### src/rtl/rtcstopwatch_ctrl.sv
// Bus-facing controller for the RTC BCD stopwatch: command strobes, clear/start sequencing,
// auto-stop limit compare and lap capture (lap logic present only with RTCSTOPWATCH_LAP_EN).
module rtcstopwatch_ctrl (
   input  logic        i_clk,
   input  logic        i_reset,
   input  logic        i_stb,
   input  logic        i_we,
   input  logic [1:0]  i_addr,
   input  logic [31:0] i_data,
   input  logic        i_lap,
   input  logic [30:0] i_value,
   input  logic        i_running,
   output logic        o_stall,
   output logic        o_ack,
   output logic [31:0] o_rdata,
   output logic        o_sw_start,
   output logic        o_sw_stop,
   output logic        o_sw_clear,
   output logic [30:0] o_lap,
   output logic        o_int
);

   typedef enum logic [1:0] {IDLE = 2'd0, RUN = 2'd1, CLR = 2'd2, CLRST = 2'd3} state_t;

   state_t      state, state_d;
   logic        clrst_phase, clrst_phase_d;
   logic        start_d, stop_d, clear_d, int_d;
   logic [30:0] limit;
   logic [30:0] prev_value;
   logic [7:0]  lap_cnt;
   logic [31:0] rdata_d;
   logic        accept, ctrl_wr, limit_wr, limit_match;

   assign o_stall     = (state == CLR) || (state == CLRST);
   assign accept      = i_stb && !o_stall;
   assign ctrl_wr     = accept && i_we && (i_addr == 2'd0);
   assign limit_wr    = accept && i_we && (i_addr == 2'd1);
   assign limit_match = (state == RUN) && (limit != 31'd0) &&
                        (i_value != prev_value) && (i_value == limit);

   always_ff @(posedge i_clk) begin
      if (i_reset) begin
         state       <= IDLE;
         clrst_phase <= 1'b0;
         o_sw_start  <= 1'b0;
         o_sw_stop   <= 1'b0;
         o_sw_clear  <= 1'b0;
         o_int       <= 1'b0;
         o_ack       <= 1'b0;
         o_rdata     <= 32'd0;
         limit       <= 31'd0;
         prev_value  <= 31'd0;
      end else begin
         state       <= state_d;
         clrst_phase <= clrst_phase_d;
         o_sw_start  <= start_d;
         o_sw_stop   <= stop_d;
         o_sw_clear  <= clear_d;
         o_int       <= int_d;
         o_ack       <= accept;
         prev_value  <= i_value;
         if (accept)
            o_rdata <= rdata_d;
         if (limit_wr)
            limit <= i_data[30:0];
      end
   end

   // Strobes are computed here and registered, so they appear together with the new state.
   always_comb begin
      state_d       = state;
      clrst_phase_d = 1'b0;
      start_d       = 1'b0;
      stop_d        = 1'b0;
      clear_d       = 1'b0;
      int_d         = 1'b0;
      case (state)
         IDLE, RUN: begin
            if (ctrl_wr) begin
               case (i_data[1:0])
                  2'd0: begin
                     stop_d  = 1'b1;
                     state_d = IDLE;
                  end
                  2'd1: begin
                     start_d = 1'b1;
                     state_d = RUN;
                  end
                  2'd2: begin
                     stop_d  = 1'b1;
                     clear_d = 1'b1;
                     state_d = CLR;
                  end
                  default: begin
                     if (state == IDLE) begin
                        clear_d = 1'b1;
                        state_d = CLRST;
                     end
                  end
               endcase
            end else if (limit_match) begin
               stop_d  = 1'b1;
               int_d   = 1'b1;
               state_d = IDLE;
            end
         end
         CLR: state_d = IDLE;
         CLRST: begin
            // First CLRST cycle carries the clear strobe; the second carries the start strobe.
            if (!clrst_phase) begin
               start_d       = 1'b1;
               clrst_phase_d = 1'b1;
            end else begin
               state_d = RUN;
            end
         end
         default: state_d = IDLE;
      endcase
   end

   always_comb begin
      rdata_d = 32'd0;
      case (i_addr)
         2'd0: rdata_d = {i_running, i_value};
         2'd1: rdata_d = {1'b0, limit};
         2'd2: rdata_d = {1'b0, o_lap};
         default: rdata_d = {24'd0, lap_cnt};
      endcase
   end

`ifdef RTCSTOPWATCH_LAP_EN
   logic lap_take;
   assign lap_take = i_lap && ((state == IDLE) || (state == RUN));

   always_ff @(posedge i_clk) begin
      if (i_reset) begin
         o_lap   <= 31'd0;
         lap_cnt <= 8'd0;
      end else if (clear_d) begin
         o_lap   <= 31'd0;
         lap_cnt <= 8'd0;
      end else if (lap_take) begin
         o_lap <= i_value;
         if (lap_cnt != 8'hFF)
            lap_cnt <= lap_cnt + 8'd1;
      end
   end

   logic unused_ok;
   assign unused_ok = i_data[31];
`else
   assign o_lap   = 31'd0;
   assign lap_cnt = 8'd0;

   logic unused_ok;
   assign unused_ok = ^{i_data[31], i_lap};
`endif

endmodule

### config.mk
export PLATFORM = sky130hd
export DESIGN_NAME = rtcstopwatch_ctrl
export DESIGN_NICKNAME = d
export VERILOG_FILES = /design/src/rtl/rtcstopwatch_ctrl.sv
export SDC_FILE = /design/constraint.sdc
export NUM_CORES = 1
export LEC_CHECK = 0
export CAP_MARGIN = 20
export CELL_PAD_IN_SITES_DETAIL_PLACEMENT = 0
export CELL_PAD_IN_SITES_GLOBAL_PLACEMENT = 2
export CORE_ASPECT_RATIO = 1.1
export CORE_MARGIN = 4
export CORE_UTILIZATION = 25
export CTS_CLUSTER_DIAMETER = 200
export CTS_CLUSTER_SIZE = 25
export DETAILED_ROUTE_END_ITERATION = 10
export GPL_ROUTABILITY_DRIVEN = 0
export PLACE_DENSITY = 0.8
export SKIP_CTS_REPAIR_TIMING = 1
export SLEW_MARGIN = 5
export SYNTH_ARGS = -nofsm -noshare
export SYNTH_HDL_FRONTEND = slang
export SYNTH_SLANG_ARGS = --single-unit
### constraint.sdc
create_clock -name i_clk -period 3.1 [get_ports i_clk]
set_input_delay 0.465 -clock i_clk [delete_from_list [all_inputs] [get_ports i_clk]]
set_output_delay 0.465 -clock i_clk [all_outputs]
set_load 0.02 [all_outputs]
# ---- Yosys cells after proc, flatten, opt, wreduce, memory -nomap -nowiden
# Cells that the tools add are included.
dict set report totals {
  register_bits 102
  in_bits 71
  out_inout_bits 69
  elab_cells 61
}
dict set report op_classes {
  n_eq_ne 11
  mux 16
  bitwise 3
  reduce_logical 21
}
# cell n
set op_table {}
lappend op_table {{$pmux W32 S2} 1}
lappend op_table {{$eq A31 B31 Y1} 1}
lappend op_table {{$ne A31 B31 Y1} 1}
lappend op_table {{$reduce_bool A31 Y1} 1}
lappend op_table {{$pmux W2 S3} 2}
lappend op_table {{$reduce_or A2 Y1} 5}
lappend op_table {{$mux W2} 4}
lappend op_table {{$logic_and A1 B1 Y1} 7}
lappend op_table {{$mux W1} 7}
lappend op_table {{$eq A2 B1 Y1 const B} 3}
lappend op_table {{$eq A2 B2 Y1 const B} 3}
lappend op_table {{$logic_not A2 Y1} 3}
lappend op_table {{$ne A6 B3 Y1 const B} 1}
lappend op_table {{$reduce_or A3 Y1} 2}
lappend op_table {{$pmux W1 S2} 2}
lappend op_table {{$ne A3 B3 Y1 const B} 1}
lappend op_table {{$not A1 Y1} 3}
lappend op_table {{$reduce_and A3 Y1} 1}
lappend op_table {{$ne A2 B2 Y1 const B} 1}
lappend op_table {{$logic_not A1 Y1} 1}
lappend op_table {{$logic_or A1 B1 Y1} 1}

# ---- Logic depth before layout (Yosys ltp)
# Gate-level depths: netlist (run 1).
dict set report depth {
  ltp_word 8
  depth_mapped 8
  mapped_depth_nobuf 5
}

# ---- Worst setup path before layout (run 1)
# No wires, ideal clock.
dict set report synth_path {
  kind {input to register}
  startpoint {in i_addr[0]}
  endpoint {reg o_rdata[4]}
  setup_time_ns 0.128
  t_arrival_ns 1.620
  required_ns 2.972
  path_slack_ns 1.353
  stages 5
  path_buffers 2
  cell_sequence {clkbuf_1 > clkbuf_1 > mux2_2 > a22oi_1 > nor2_1}
}
dict set report synth_via {
  elab_chain_cells 2
  word_cells_on_any_way 3
  cone_classes {1 x eq/ne; 1 x mux; 1 x reduce/logical}
}
# element line
set synth_lines {}
lappend synth_lines {{from (decl)} 8} ;# input logic [1:0] i_addr,
lappend synth_lines {{$eq A2 B1 Y1 or $logic_not A2 Y1 (tied branches)} 123} ;# case (i_addr)
lappend synth_lines {{$pmux W32 S2 (*)} 123}
lappend synth_lines {{to (signal assigned)} 63} ;# o_rdata <= rdata_d;
lappend synth_lines {{to (decl)} 15} ;# output logic [31:0] o_rdata,
# Every way passes the cells marked *; elsewhere a longest branch is shown, timed or not.
# A chain may end at the register's enable or synchronous reset.

==> reports/qor.yml, run 1 <==
clock_tree:
  cts_root_buf: "clkbuf_16"
  htreeDepth: 3
  clk_latency_ns: 0.35
  cts_buffers: 9
  clock-sinks: 102
  tritoncts: "done"
  cts.clk_slew.worst_paths_ns: 0.07
  clockBufferDepth: 2
route:
  wl_mm: 14.3
  drtPass1Iterations: 4
  viasPerCell: 4.47
  drt_iter0_drc: 193
  wl_per_cell_um: 16.9
  vias: 3783
  antenna_left: 0
  drc: 0
synth:
  synth_edf_count: 0
  ys_ff_latch: 102
  synth_area_mm2: 0.00463
  synth_top_family_by_area: "simple AND/OR/NAND/NOR gates"
  synthMuxAreaShare_pct: 7.75
  synth_warnings: 0
  yosys_most_used_dff: "dfxtp_1"
  synth-simple-area-share_pct: 18.6
  syn_inst: 508
  synth_fa_ha_area_share_pct: 0
  synthArstFlopShare_pct: 0
  synth-xor-area-share_pct: 11.7
  synth_compound_area_share_pct: 9.94
  ys_types: 34
  avgSynthCellArea_um2: 9.12
  yosysSeqAreaShare_pct: 44.1
sta:
  slew_headroom_pct: 51.4
  max_freq_mhz: 436
  slew_violations: 0
  fin_crit_ns: 2.29
  setup_tns_ns: 0
  worstMarginPinSlew_ns: 0.728
  finalHoldViolations: 0
  setup_viol_count_final: 0
  rsz0062_at_grt: "false"
  final.setup_skew_ns: 0.00736
  setup_slack_ns: 0.808
  fin_crit_sh_pct: 73.9
  holdWs_ns: 0.423
layout:
  drive_gt1_share_pct: 9.87
  fin_cells: 846
  syn_to_final_growth_pct: 31.1
  antennaDiodeCount: 0
  utilization_pct: 33.9
  fin_nets: 675
power_and_ir_drop:
  leakage_nw: 2.24
  power.switching_mw: 0.745
  seq_power_share_pct: 48.7
  p_clk_share_pct: 36.4
  power.internal_mw: 2.09
  comb_power_share_pct: 14.9
  irDropWorstVdd_mv: 0.276
  swShare_pct: 26.2
  powerDensity_mw_per_mm2: 467
worst_setup_path:
  cpPeakStageDelay_ns: 0.63
  startpoint_type: "input port"
  slowest_stage: "a2111oi_1"
  criticalPathCategory: "in -> reg"
  crit_start: "i_value[9]"
  worstPathCellList: "clkdlybuf4s50_1 -> xor2_1 -> nor4_1 -> nand4_1 -> a2111oi_1 -> nor3_1"
  cp_max_fo: 4
  crit_arrival_ns: 2.50
  setup.worst_path.end_class: "flip-flop"
  reg2reg_depth: 5
  worst-r2r-setup-slack_ns: 0.94
  reg2reg_from: "state[1]"
  cp.required_ns: 3.31
placed_design:
  place_ws_ns: 0.494
  place_inst: 831
  dp_hpwl_mm: 10.8
  port_buffers: 106
floorplanning:
  coreArea_mm2: 0.0179
  io-pin-count: 140
  die_w_um: 138
  rows: 51
  initial_core_util_pct: 25.8
  dieArea_mm2: 0.0208
  die_y_um: 151
hold_path:
  hold_path.class: "reg -> reg"
global_route:
  grt_pass1_vias: 3839
  grt_overflow_total: 0
  grt_max_degree: 39
  grt_pass1_wl_mm: 21.9
  antenna_found_initial: 0
  track_usage_pct: 14.0
job:
  drv_cap: 0
status:
  status: "finished clean"
==> per-stage QoR <==
stage               power, mW  instance area (um^2)
global placement         1.83                  5820
detailed placement       1.83                  5820
finish                   2.84                  6070
global route             2.97                  6070
floorplan                1.66                  4740
CTS                      2.88                  6070
==> logic make-up (layout without fill, tap and decap cells) <==
| kind of cell | count (synthesis) | after routing |
|---|---|---|
| other | 1 | 31 |
| AO/OA/AOI/OAI | 70 | 70 |
| flip-flops | 102 | 102 |
| multiplexers | 32 | 32 |
| AND/OR/NAND/NOR | 179 | 179 |
| buffers and inverters | 62 | 132 |
| XOR/XNOR | 62 | 62 |
==> worst min path at each step <==
stage                      from     endpoint  slack, ns  cells after the start
finish              clrst_phase  clrst_phase       0.42                      1
global route        clrst_phase  clrst_phase       0.44                      1
CTS                 clrst_phase  clrst_phase       0.43                      1
detailed placement  clrst_phase  clrst_phase       0.42                      1
global placement    clrst_phase  clrst_phase       0.41                      1
floorplan           clrst_phase  clrst_phase       0.40                      1
==> cell usage after synthesis, types with 2 or more instances <==
| library cell | instances | area, um^2 |
|---|---|---|
| dfxtp_1 | 102 | 2040 |
| nand2_1 | 66 | 248 |
| nor2_1 | 39 | 146 |
| a22oi_1 | 32 | 240 |
| a21oi_1 | 31 | 155 |
| buf_4 | 31 | 233 |
| mux2_2 | 31 | 349 |
| nor2b_1 | 31 | 194 |
| xnor2_1 | 31 | 272 |
| xor2_1 | 31 | 272 |
| clkbuf_1 | 20 | 75.1 |
| nor4_1 | 16 | 100 |
| nand4_1 | 10 | 62.6 |
| buf_2 | 6 | 30.0 |
| nor3_1 | 5 | 25.0 |
| buf_1 | 3 | 11.3 |
| a41o_1 | 2 | 20.0 |
| nand2b_1 | 2 | 12.5 |
| nand2b_2 | 2 | 17.5 |
| nand3_1 | 2 | 10.0 |
| or3_1 | 2 | 12.5 |
==> final cells by class <==
cell class                 count  area [um^2]
fill                        1859        11900
timing repair buffer         116         1130
clock inverter                 3         22.5
sequential                   102         2040
clock buffer                  12          236
multi-input combinational    374         2340
inverter                       1         3.75
tap                          238          298
==> metal layers <==
layer	GRT usage (%)	wire length, um	vias up
li1	-	-	1848
met1	17.9	6240	1800
met2	23.1	6980	116
met3	3.98	885	19
met4	3.90	214	0
met5	0	0	-
==> registers in the layout, indices dropped and copies added (netlist names), named ones only <==
| name | count |
|---|---|
| o_ack | 1 |
| clrst_phase | 1 |
| o_sw_stop | 1 |
| o_sw_clear | 1 |
| prev_value | 31 |
| o_int | 1 |
| state | 1 |
| o_sw_start | 1 |
| limit | 31 |
| o_rdata | 32 |
==> power by group through the flow <==
stage / sequential (mW) / combinational, mW / clock, mW
after floorplan: 1.42 / 0.245 / 0
after global placement: 1.41 / 0.420 / 0
after detailed placement: 1.41 / 0.422 / 0
after CTS: 1.38 / 0.425 / 1.07
after global routing: 1.39 / 0.458 / 1.13
final: 1.38 / 0.423 / 1.03
==> worst max-delay path: cells and delay by family <==
kind	cells	cell delay, ns
AND/OR/NAND/NOR	3	0.67
AO/OA/AOI/OAI	1	0.63
buffers and inverters	1	0.53
XOR/XNOR	1	0.20
==> cells in the final DEF (no fill, tap or decap), drive strengths merged, types with 3 or more instances in the layout <==
cell type / synthesis / layout
nor3: 5 / 5
buf: 41 / 11
clkbuf: 20 / 12
conb: 1 / 31
nor4: 17 / 17
nand2: 66 / 66
clkdlybuf4s50: 0 / 105
xor2: 31 / 31
nor2: 39 / 39
nand4: 10 / 10
mux2: 31 / 31
clkinvlp: 0 / 3
nand2b: 4 / 4
dfxtp: 102 / 102
a21oi: 31 / 31
xnor2: 31 / 31
a22oi: 32 / 32
nor2b: 31 / 31
Note: power is estimated with default switching activity, not from simulation.
==> run 2: changes to the inputs <==
--- a/config.mk
+++ b/config.mk
@@ -15,7 +15,7 @@
 export CTS_CLUSTER_SIZE = 25
 export DETAILED_ROUTE_END_ITERATION = 10
 export GPL_ROUTABILITY_DRIVEN = 0
-export PLACE_DENSITY = 0.8
+export PLACE_DENSITY = 0.83
 export SKIP_CTS_REPAIR_TIMING = 1
 export SLEW_MARGIN = 5
 export SYNTH_ARGS = -nofsm -noshare
==> constraint.sdc (replaced) <==
create_clock -name i_clk -period 1.9 [get_ports i_clk]
set_input_delay 0.285 -clock i_clk [delete_from_list [all_inputs] [get_ports i_clk]]
set_output_delay 0.285 -clock i_clk [all_outputs]
set_load 0.02 [all_outputs]
==> run 2 against run 1 <==
- cell count rose by 3.3%
- highest routed layer unchanged
- critical path depth rose by 2
- setup slack got worse by 0.75 ns
- register-to-register slack lost 0.84 ns
- wire length rose by 3.0%
- largest power group unchanged
==> reports/qor.yml, run 2 (same netlist as run 1, synthesis figures left out) <==
layout:
  fin_area_mm2: 0.00642  # +5.6%
  fin_nets: 702  # +4.0%
  layout_common_cells: "102 x dfxtp_1, 98 x clkdlybuf4s50_1, 66 x nand2_1"
  fin_cells: 874  # +3.3%
  final_common_cell: "dfxtp_1"
  syn_to_final_growth_pct: 38.5
  top_register: "o_rdata"
  largest_reg_flops: 32  # unchanged
  top_regs: "o_rdata x32, limit x31, prev_value x31"
  drive_gt1_share_pct: 15.6  # +5.7 points
  antennaDiodeCount: 0  # unchanged
floorplanning:
  die_w_um: 138  # unchanged
  coreArea_mm2: 0.0179  # unchanged
  io-pin-count: 140  # unchanged
  rows: 51  # unchanged
  dieArea_mm2: 0.0208  # unchanged
  initial_core_util_pct: 25.8  # unchanged
  die_y_um: 151  # unchanged
global_route:
  grt_pass1_wl_mm: 22.9  # +4.6%
  grt_use_met3_pct: 3.44  # -0.53 points
  grtUsageMet1_pct: 18.5  # +0.57 points
  grt_pass1_vias: 4039  # +5.2%
  top_usage_layer: "met2"
  antenna_found_initial: 0  # unchanged
  track_usage_pct: 14.5  # +0.51 points
  grt_overflow_total: 0  # unchanged
  grtUsageMet2_pct: 24.1  # +0.98 points
  grt_max_degree: 38  # -2.6%
clock_tree:
  cts.clk_slew.worst_paths_ns: 0.07  # about the same
  htreeDepth: 3  # unchanged
  cts_root_buf: "clkbuf_16"
  tritoncts: "done"
  cts_buffers: 9  # unchanged
  clock-sinks: 102  # unchanged
  clk_latency_ns: 0.35  # about the same
  clockBufferDepth: 2  # unchanged
route:
  antenna_left: 0  # unchanged
  drc: 0  # unchanged
  vias: 3883  # +2.6%
  viasPerCell: 4.44  # -0.64%
  drt_iter0_drc: 224  # +16%
  wl_per_cell_um: 16.9  # -0.29%
  wl_mm: 14.8  # +3.0%
  drtPass1Iterations: 4  # unchanged
sta:
  slew_violations: 0  # unchanged
  setup_tns_ns: 0  # unchanged
  fin_crit_ns: 1.84
  fin_crit_sh_pct: 96.7
  rsz0062_at_grt: "false"
  max_freq_mhz: 544
  finalHoldViolations: 0  # unchanged
  setup_viol_count_final: 0  # unchanged
  final.setup_skew_ns: 0.0106  # +0.00327 ns
worst_setup_path:
  setup.worst_path.end_class: "flip-flop"
  worst-r2r-setup-slack_ns: 0.10  # -0.84 ns
  reg2reg_to: "o_int"
  reg2reg_depth: 5  # unchanged
  crit_arrival_ns: 2.09  # -0.41 ns
  crit_start: "i_value[8]"
  criticalPathCategory: "in -> reg"
  startpoint_type: "input port"
  cp.required_ns: 2.15  # -1.16 ns
  cp_max_fo: 4  # unchanged
  endpoint: "o_sw_stop"
  reg2reg_from: "limit[20]"
job:
  drv_cap: 0  # unchanged
power_and_ir_drop:
  irDropWorstVdd_mv: 0.412  # +50%
  leakage_nw: 2.49  # +11%
  powerDensity_mw_per_mm2: 762  # +63%
placed_design:
  place_inst: 858  # +3.2%
  post_dp_cell_area_mm2: 0.00603  # +3.7%
  dp_hpwl_mm: 11.4  # +5.8%
  port_buffers: 106  # unchanged
status:
  status: "finished clean"
hold_path:
  hold_path.class: "in -> reg"
run 2: critical path: stages:
cell and delay [ns]:
clkdlybuf4s50_1 0.53, xnor2_2 0.26, nand4_1 0.15, nor4_2 0.33, buf_4 0.18, a2111oi_2 0.06, buf_4 0.14, o21a_1 0.16
run 2: worst min-delay path by stage:
stage,from,endpoint,cells past startpoint
floorplan,clrst_phase,clrst_phase,1
global placement,clrst_phase,clrst_phase,1
detailed placement,clrst_phase,clrst_phase,1
CTS,i_reset,prev_value[14],2
global route,i_reset,prev_value[15],2
finish,i_reset,prev_value[14],2
run 2: area by class of cell:
cell class	instances	area (um^2)
Clock buffer	12	246
Clock inverter	4	55.1
Multi-Input combinational cell	374	2410
Inverter	1	3.75
Tap cell	238	298
Timing Repair Buffer	143	1360
Sequential cell	102	2040
Fill cell	1828	11500
run 2: through the flow:
step	total power, mW	hold slack [ns]	setup WS (ns)	util, %
final	4.89	0.265	0.0621	35.8
after detailed placement	3.02	0.430	-0.403	33.6
after floorplan	2.71	0.397	0.333	-
after global placement	3.02	0.421	-0.396	33.6
after global routing	5.08	0.278	0.00211	35.8
after CTS	4.92	0.252	-0.0563	35.3
run 2: routing by layer:
layer	routed length (um)	share of wire [%]
met5	0	0
met4	310	2.1
met3	898	6.1
met2	7030	48
met1	6530	44
run 2: where the power goes:
| group | total [mW] | internal (mW) | leakage (nW) | switching (mW) |
|---|---|---|---|---|
| combinational | 0.733 | 0.353 | 1.51 | 0.380 |
| sequential | 2.25 | 2.21 | 0.834 | 0.0467 |
| clock | 1.91 | 1.07 | 0.143 | 0.839 |
| total | 4.89 | 3.63 | 2.49 | 1.27 |
